[src/rtl/sync_counter.sv]
// sync_counter: up/down modulo counter with clear, clamped load,
// combinational terminal count and sticky wrap flag.
module sync_counter #(
   parameter int               WIDTH   = 4,
   parameter logic [WIDTH-1:0] MAX_VAL = {WIDTH{1'b1}}
) (
   input  logic             clk,
   input  logic             rst,
   input  logic             en,
   input  logic             up_dn,
   input  logic             clr,
   input  logic             load,
   input  logic [WIDTH-1:0] load_val,
   output logic [WIDTH-1:0] count,
   output logic             tc,
   output logic             wrapped
);
   logic             at_max, at_zero, wrap_evt;
   logic [WIDTH-1:0] load_clamped, step;
   always_comb begin
      at_max       = count == MAX_VAL;
      at_zero      = count == '0;
      wrap_evt     = up_dn ? at_max : at_zero;
      load_clamped = load_val > MAX_VAL ? MAX_VAL : load_val;
      step         = up_dn ? (at_max ? '0 : count + WIDTH'(1))
                           : (at_zero ? MAX_VAL : count - WIDTH'(1));
      // count is 0 during reset, so a down-enabled counter must be masked
      tc           = ~rst & en & wrap_evt;
   end
   always_ff @(posedge clk or posedge rst) begin
      if (rst) begin
         count   <= '0;
         wrapped <= 1'b0;
      end else if (clr) begin
         count   <= '0;
         wrapped <= 1'b0;
      end else if (load) begin
         count   <= load_clamped;
      end else if (en) begin
         count   <= step;
         if (wrap_evt) wrapped <= 1'b1;
      end
   end
endmodule

[config.mk]
export PLATFORM = sky130hd
export DESIGN_NAME = sync_counter
export DESIGN_NICKNAME = d
export VERILOG_FILES = /design/src/rtl/sync_counter.sv
export SDC_FILE = /design/constraint.sdc
export NUM_CORES = 1
export LEC_CHECK = 0
export ABC_CLOCK_PERIOD_IN_PS = 2180
export BUFFER_PORTS_ARGS = -buffer_cell sky130_fd_sc_hd__clkbuf_2
export CAP_MARGIN = 40
export CORE_AREA = 2 2 39 41
export CTS_BUF_LIST = sky130_fd_sc_hd__clkbuf_4
export DETAILED_ROUTE_END_ITERATION = 12
export DIE_AREA = 0 0 41 43
export SLEW_MARGIN = 25
export SYNTH_ARGS = -nofsm -noshare
export SYNTH_HDL_FRONTEND = slang
export SYNTH_SLANG_ARGS = --single-unit
export TNS_END_PERCENT = 10
[constraint.sdc]
create_clock -name clk -period 2.18 [get_ports clk]
set_input_delay 0.436 -clock clk [delete_from_list [all_inputs] [get_ports clk]]
set_output_delay 0.436 -clock clk [all_outputs]
set_load 0.02 [all_outputs]
==> results of run 1 <==
==> metal layers <==
layer  vias up  part of all wire, %  GRT usage, %
met5         -                    0             0
met4         0                    0          10.0
met3         0                  8.4          1.57
met2        17                   45          18.1
met1       175                   46          19.7
li1        202                    -             -
==> registers in the layout, indices dropped and copies added, names as in the netlist <==
name     count
wrapped      1
count        4
==> metrics by stage <==
step / hold WS (ns) / setup slack [ns] / util [%]
floorplan: 0.220 / 0.362 / -
global placement: 0.341 / 0.334 / 34.1
detailed placement: 0.339 / 0.264 / 34.1
CTS: 0.0735 / 0.0858 / 36.6
global route: 0.0917 / 0.00533 / 37.2
finish: 0.0739 / 0.0997 / 37.2
==> power breakdown <==
part           switching (mW)  internal [mW]  leakage (nW)  total, mW
Clock                  0.0374         0.0816        0.0184      0.119
Sequential             0.0128          0.100        0.0645      0.113
Combinational          0.0465         0.0380         0.179     0.0845
==> final cells by class <==
type,instances,share of cell area [%]
multi-input combinational,36,47.4
inverter,5,3.65
timing repair buffer,15,14.6
sequential,5,24.6
tap,16,3.89
clock buffer,4,5.84
==> kinds of logic (layout without fill, tap and decap cells) <==
family                     count (synthesis)  in the layout  share of synthesized area (%)
muxes                                      2              2                           5.43
AOI/OAI and AO/OA                         11             11                           19.8
DFF                                        5              5                           31.9
and+or+nand+nor                           18             18                           21.1
xor gates and xnor gates                   3              3                           6.71
adders and majority gates                  2              2                           6.39
buffers and inverters                      7             24                           8.63
==> placed cells by master (no fill, tap or decap), drive strengths merged <==
cell and instances:
nand2 7, clkbuf 19, o21ai 1, or3 1
ha 2, o2bb2ai 1, nor3 3, nor2 4
a21oi 3, a21o 1, nor3b 1, a31oi 1
nor4 1, a211oi 2, inv 5, mux2i 1
a2111oi 1, mux2 1, and3 1, dfrtp 5
xor2 3, o31a 1
==> how the worst min path moves through the flow <==
stage,startpoint,endpoint,slack [ns],cells after the start
3_3_place_gp,rst,count[0],0.34,2
2_1_floorplan,rst,count[0],0.22,1
5_1_grt,rst,wrapped,0.09,2
4_1_cts,rst,wrapped,0.07,2
6_report,rst,count[2],0.07,2
3_5_place_dp,rst,count[0],0.34,2
==> flow_summary.toml, run 1 <==
[power]
cellPowerDensity_nw_per_um2 = 615
peakVddDrop_mv = 0.265
power_mw = 0.316
cellLeakagePower_nw = 0.262

[yosys]
synth_edf_count = 0
ys_ff_latch = 5
syn_inst = 48
synth_top_area_share_pct = 31.9
synth-seq-area-share_pct = 31.9
synth_top_area_cell = "dfrtp_1"
synth.most_common_cell = "nand2_1"
synthTopCellsByArea = "dfrtp_1, nand2_1, xor2_1"
yosysWarnings = 0
syn_avg_cell_area_um2 = 8.16
synthFlopType = "dfrtp_1"
synth_area_um2 = 392
synth.lib_cells_used.distinct = 23
syn-num-nets = 60
async_flop_share_pct = 100
ys_top_cells_by_count = "nand2_1, dfrtp_1, inv_1"

[sta]
finalClockSkew_ns = 0.00507
max_slew_margin_pct = 75.9
fmax_mhz = 481
hold_viol = 0
fin_crit_sh_pct = 95.4
drv_slew = 0
tns_ns = 0
timing.final.crit_period_ns = 2.08
worst_pin_slew_ns = 0.360
rsz0062_at_grt = "no"
setup_viol = 0

[place]
numPortBuffers = 15
dp.final_hpwl_um = 762
gp_congestion = 0.662
dp_cells = 77
placed_area_um2 = 472

[floorplanning]
ios = 16
core_area_um2 = 1380
fp.dieH_um = 43
start_util_pct = 28.3
die_x_um = 41
row_count = 14
die-area_um2 = 1760

[setup_path]
arrival_ns = 1.64
path_depth = 6
setup.worst_path.end = "tc"
worst-path-buf-inv = 2
rrSetupSlack_ns = 0.39
r2r_cells = 6
cp_slowest_stage_delay_ns = 0.46
r2r_start = "count[0]"
critPathCaptureType = "output port"
r2r-end = "count[3]"
slowest_stage = "dfrtp_1"
crit_family = "flip-flops"
startpoint = "count[0]"
crit_type = "flop to output port"
critical_path.cell_chain = "inv_1 > ha_1 > nor3b_4 > o2bb2ai_1 > and3_1 > clkbuf_2"
worstPathMaxFanout = 8
required_ns = 1.74
start_kind = "flop"

[cells_and_area]
fin_nets = 78
fin_cells = 81
final_cell_area_um2 = 514
multi_input_area_um2 = 244
syn2layout_area_growth_pct = 31.3
filler_cell_count = 155
drive_above_1_share_pct = 33.8
regArea_um2 = 126
num_antenna_cells = 0

[global_routing]
antenna_found_initial = 0
grt_usage_pct = 13.7
grt_pass1_vias = 391
grt.overflow.total = 0
grt_first_pass_wirelength_um = 1630
grt_max_degree = 9

[clocking]
htree_num_levels = 1
worstSkewPairLatency_ns = 0.24
cts_tree = "built"
numCtsBuffers = 3
cts_setup_buffers = 0
cts_hold_buf = 0
cts-root-buf = "clkbuf_4"
path_clk_slew_ns = 0.05
clock-sinks = 5
clockBufferDepth = 2
cts_resized = 1

[route]
via_per_inst = 4.86
drt-total-wl_um = 963
ant_nets = 0
drc = 0
routed-via-count = 394
drt_pass1_iterations = 4
drtIter0Drc = 1
routedWlPerCell_um = 11.9

[hold_path]
holdCritPathClass = "input port to async pin"

[job]
max_cap_violations = 0

[run_status]
status = "completed"
Power figures use the tool's default switching activity.
==> inputs of run 2 (changes only) <==
==> constraint.sdc (replaced) <==
create_clock -name clk -period 2.18 [get_ports clk]
set_input_delay 0.327 -clock clk [delete_from_list [all_inputs] [get_ports clk]]
set_output_delay 0.327 -clock clk [all_outputs]
set_load 0.02 [all_outputs]
==> run 2 against run 1 <==
Against the previous run: via count shrank 1.0%; setup slack gained 0.11 ns; highest routed layer unchanged; largest power group unchanged; register-to-register slack about the same; first-iteration DRC count unchanged; combinational power down 1%.
==> flow_summary.toml, run 2 (synthesized netlist as in run 1, its figures left out) <==
[run_status]
status = "completed"

[setup_path]
critical_path.cell_chain = "inv_1 > ha_1 > nor3b_2 > o2bb2ai_1 > and3_1 > clkbuf_2"
arrival_ns = 1.65
worstPathMaxFanout = 8
cp_slowest_stage_delay_ns = 0.46
path_depth = 6
worst-path-buf-inv = 2
r2r-end = "count[3]"
crit_family = "flip-flops"
start_kind = "flop"
r2r_start = "count[0]"
r2r_cells = 6
slowest_stage = "dfrtp_1"
rrSetupSlack_ns = 0.39
crit_type = "flop to output port"
critPathCaptureType = "output port"
required_ns = 1.85

[route]
ant_nets = 0
routedWlPerCell_um = 11.9
drt_pass1_iterations = 4
via_per_inst = 4.76
wl_met2_um = 443
drtIter0Drc = 1
top_layer = "met3"
drt-total-wl_um = 974
routed-via-count = 390
wl_met1_um = 457
wl_met3_um = 73
drc = 0

[place]
pre_cts_slack_ns = 0.373
numPortBuffers = 15
placed_area_um2 = 472
gp_congestion = 0.662
dp_cells = 77
dp.final_hpwl_um = 762

[clocking]
clock-sinks = 5
clockBufferDepth = 2
numCtsBuffers = 3
path_clk_slew_ns = 0.04
htree_num_levels = 1
cts_tree = "built"
cts-root-buf = "clkbuf_4"
worstSkewPairLatency_ns = 0.24
cts_setup_buffers = 0

[cells_and_area]
syn2layout_area_growth_pct = 31.9
fin_nets = 79
drive_above_1_share_pct = 31.8
filler_cell_count = 156
reg_top3 = "count (4), wrapped (1)"
fin_cells = 82
final_cell_area_um2 = 517
final_common_cell = "clkbuf_2"
largest_register_ffs = 4
num_antenna_cells = 0
fin_util_pct = 37.3
layout_common_cells = "clkbuf_2, nand2_1, inv_1, dfrtp_1"
regMostFlops = "count"

[hold_path]
min_to = "count[0]"
hold_path_depth = 3
hp-start = "load_val[0]"
holdCritPathClass = "input port to flop"

[sta]
tns_ns = 0
drv_slew = 0
max_slew_margin_pct = 75.9
hold_viol = 0
fin_crit_sh_pct = 90.6
hold-worst-slack_ns = 0.305
worst_pin_slew_ns = 0.360
timing.final.crit_period_ns = 1.97
setup_viol = 0
rsz0062_at_grt = "no"
finalClockSkew_ns = 0.00507
fmax_mhz = 507
final.setup.worst_slack_ns = 0.206

[power]
power_mw = 0.315
peakVddDrop_mv = 0.257
cellPowerDensity_nw_per_um2 = 609
cellLeakagePower_nw = 0.266

[floorplanning]
fp.dieH_um = 43
ios = 16
start_util_pct = 28.3
core_area_um2 = 1380
die-area_um2 = 1760
die_x_um = 41
row_count = 14

[job]
max_cap_violations = 0

[global_routing]
grt_usage_pct = 13.9
grt_pass1_vias = 397
grt_first_pass_wirelength_um = 1660
grt.overflow.total = 0
antenna_found_initial = 0
grt_max_degree = 9
[run 2: cell types whose count changed in the layout (fill, tap and decap cells not counted)]
cell,delta
nor3b_4,-1
dfrtp_1,+1
nor3b_2,+1
dlygate4sd3_1,+1
dfrtp_2,-1
[run 2: layout make-up]
type	instances	area (um2)	share of cell area (%)
sequential	5	125	24.2
clock buffer	4	30.0	5.81
inverter	5	18.8	3.63
timing repair buffer	16	85.1	16.5
tap	16	20.0	3.87
multi-input combinational	36	238	46.0
[run 2: worst register-to-register path, stage by stage, from the launching register on]
cell and delay [ns]:
dfrtp_1 0.48, inv_1 0.08, ha_1 0.21, nor3b_2 0.16, a2111oi_1 0.40, a211oi_1 0.09
o31a_1 0.26
[run 2: worst max path at each step]
stage	start	end
CTS	count[0]	tc
detailed placement	count[0]	tc
finish	count[0]	tc
floorplan	count[0]	count[3]
global placement	count[0]	count[3]
global route	count[1]	tc
[run 2: routing by layer]
metal  vias to the layer above  GRT usage (%)
met1                       172           20.3
met5                         -              0
met4                         0           10.0
met3                         0           1.57
met2                        15           18.1
li1                        203              -
[run 2: report_power, final]
group | switching (mW) | total, mW | internal [mW]
logic | 0.0463 | 0.0836 | 0.0373
clock network | 0.0374 | 0.119 | 0.0816
registers | 0.0122 | 0.112 | 0.0999
total | 0.0959 | 0.315 | 0.219
[run 2: what timing repair did]
action	4_1_cts	5_1_grt
endpoints found under the hold margin	5	0
endpoints found under the setup margin	0	1
gates resized for setup	0	1
hold buffers	1	0
==> inputs of run 3 (changes only) <==
Settings changed: ABC_CLOCK_PERIOD_IN_PS 2180 to 2000.
Clock period 2.18 ns to 2 ns, I/O delays scaled along.
==> run 3 against run 2 <==
Against the previous run: first-iteration DRC count grew to 7.0 times the previous value; die area is the same; sequential cell count is the same; via count grew 1.0%; utilization grew 0.18 points; global-route usage shrank 0.85 points; register-to-register slack lost 0.08 ns; critical endpoint unchanged; largest power group unchanged.
==> flow_summary.toml, run 3 (synthesized netlist as in run 1, its figures left out) <==
[clocking]
cts_tree = "built"
clockBufferDepth = 2
numCtsBuffers = 3
cts_setup_buffers = 0
path_clk_slew_ns = 0.04
clock-sinks = 5
cts-root-buf = "clkbuf_4"
worstSkewPairLatency_ns = 0.24
htree_num_levels = 1

[place]
dp.final_hpwl_um = 742
gp_congestion = 0.705
numPortBuffers = 15

[route]
top_layer = "met3"
drt-total-wl_um = 1000
drc = 0
via_per_inst = 4.80
routed-via-count = 394
routedWlPerCell_um = 12.2
drt_pass1_iterations = 4
wl_met2_um = 474
ant_nets = 0
wl_met1_um = 461
wl_met3_um = 64
drtIter0Drc = 7

[power]
power_mw = 0.345
swShare_pct = 30.6
sequentialPowerShare_pct = 35.8
cellPowerDensity_nw_per_um2 = 664
p_comb_share_pct = 26.5
p_switching_mw = 0.105
cellLeakagePower_nw = 0.264
peakVddDrop_mv = 0.289
p_int_mw = 0.239
clkPwrFrac_pct = 37.6

[hold_path]
hp-start = "load_val[0]"
holdCritPathClass = "input port to flop"

[floorplanning]
row_count = 14
die_x_um = 41
ios = 16
core_area_um2 = 1380
die-area_um2 = 1760
fp.dieH_um = 43
start_util_pct = 28.3

[cells_and_area]
regMostFlops = "count"
fin_nets = 79
final_common_cell = "clkbuf_2"
layout_common_cells = "clkbuf_2, nand2_1, inv_1"
fin_util_pct = 37.5
reg_top3 = "count (4), wrapped (1)"
filler_cell_count = 152
syn2layout_area_growth_pct = 32.6
drive_above_1_share_pct = 34.8
largest_register_ffs = 4
num_antenna_cells = 0

[run_status]
status = "completed"

[setup_path]
r2r_cells = 6
worstPathMaxFanout = 7
crit_type = "flop to output port"
critical_path.cell_chain = "inv_1 > ha_1 > nor3b_2 > o2bb2ai_1 > and3_1 > buf_2"
required_ns = 1.70
worst-path-buf-inv = 2
startpoint = "count[1]"
start_kind = "flop"
critPathCaptureType = "output port"
setup.worst_path.end = "tc"
rrSetupSlack_ns = 0.31
crit_family = "flip-flops"
slowest_stage = "dfrtp_2"
r2r-end = "count[3]"
r2r_start = "count[0]"
path_depth = 6
cp_slowest_stage_delay_ns = 0.44
arrival_ns = 1.59

[sta]
drv_slew = 0
timing.final.crit_period_ns = 1.89
fin_crit_sh_pct = 94.7
hold_viol = 0
max_slew_margin_pct = 77.8
worst_pin_slew_ns = 0.333
fmax_mhz = 528
setup_viol = 0
finalClockSkew_ns = 0.00289

[global_routing]
grt_first_pass_wirelength_um = 1600
antenna_found_initial = 0
grt.overflow.total = 0
grt_pass1_vias = 375
grt_max_degree = 9
grt_usage_pct = 13.1

[job]
max_cap_violations = 0
-- run 3: changes by cell type in the layout (fill, tap and decap cells not counted) --
| cell | change |
|---|---|
| dfrtp_1 | -2 |
| dfrtp_2 | +2 |
| buf_2 | +1 |
| clkbuf_2 | -1 |
-- run 3: worst min-delay path by stage --
stage               endpoint  depth (start not counted)  slack (ns)
finish              count[0]                          3        0.28
global route        count[0]                          3        0.29
CTS                 count[0]                          3        0.27
detailed placement   wrapped                          2        0.21
global placement    count[3]                          2        0.21
floorplan           count[0]                          1        0.08
-- run 3: metrics by stage --
| step | cell area [um2] | setup WS (ns) | TNS [ns] | cells | hold slack, ns |
|---|---|---|---|---|---|
| after detailed placement | 472 | 0.241 | 0 | 77 | 0.210 |
| after global routing | 519 | -0.000680 | -0.000680 | 82 | 0.286 |
| final | 519 | 0.106 | 0 | 82 | 0.277 |
| after global placement | 472 | 0.263 | 0 | 77 | 0.214 |
| after floorplan | 392 | 0.257 | 0 | 48 | 0.0837 |
| after CTS | 517 | 0.0585 | 0 | 82 | 0.273 |
-- run 3: area by class of cell --
type | instances | area (um2) | area share (%)
multi-input cells | 36 | 238 | 45.8
flip-flops and latches | 5 | 128 | 24.6
repair buffers | 16 | 85.1 | 16.4
clock buffers | 4 | 30.0 | 5.78
well taps | 16 | 20.0 | 3.86
inverters | 5 | 18.8 | 3.61
-- run 3: layer usage --
layer	track usage, %	up-vias
met2	21.6	15
met1	16.6	177
met3	3.14	0
met5	0	-
met4	2.67	0
li1	-	202
-- run 3: worst min-delay path: cells and delay by family --
| kind | cells | cell delay (ns) |
|---|---|---|
| and+or+nand+nor | 1 | 0.04 |
| AOI/OAI and AO/OA | 1 | 0.05 |
| buffers and inverters | 1 | 0.08 |
-- run 3: timing repair --
action / 4_1_cts / 5_1_grt
hold endpoints to repair: 5 / 0
gates cloned: 0 / 0
setup endpoints to repair: 1 / 1
gates resized for setup: 1 / 3
hold buffers: 1 / 0
-- run 3: power by group through the flow --
stage | Clock [mW] | Sequential [mW] | Combinational (mW)
after floorplan | 0 | 0.130 | 0.0531
after global placement | 0 | 0.123 | 0.0865
after detailed placement | 0 | 0.123 | 0.0882
after CTS | 0.136 | 0.122 | 0.0913
after global routing | 0.142 | 0.124 | 0.105
final | 0.130 | 0.123 | 0.0915
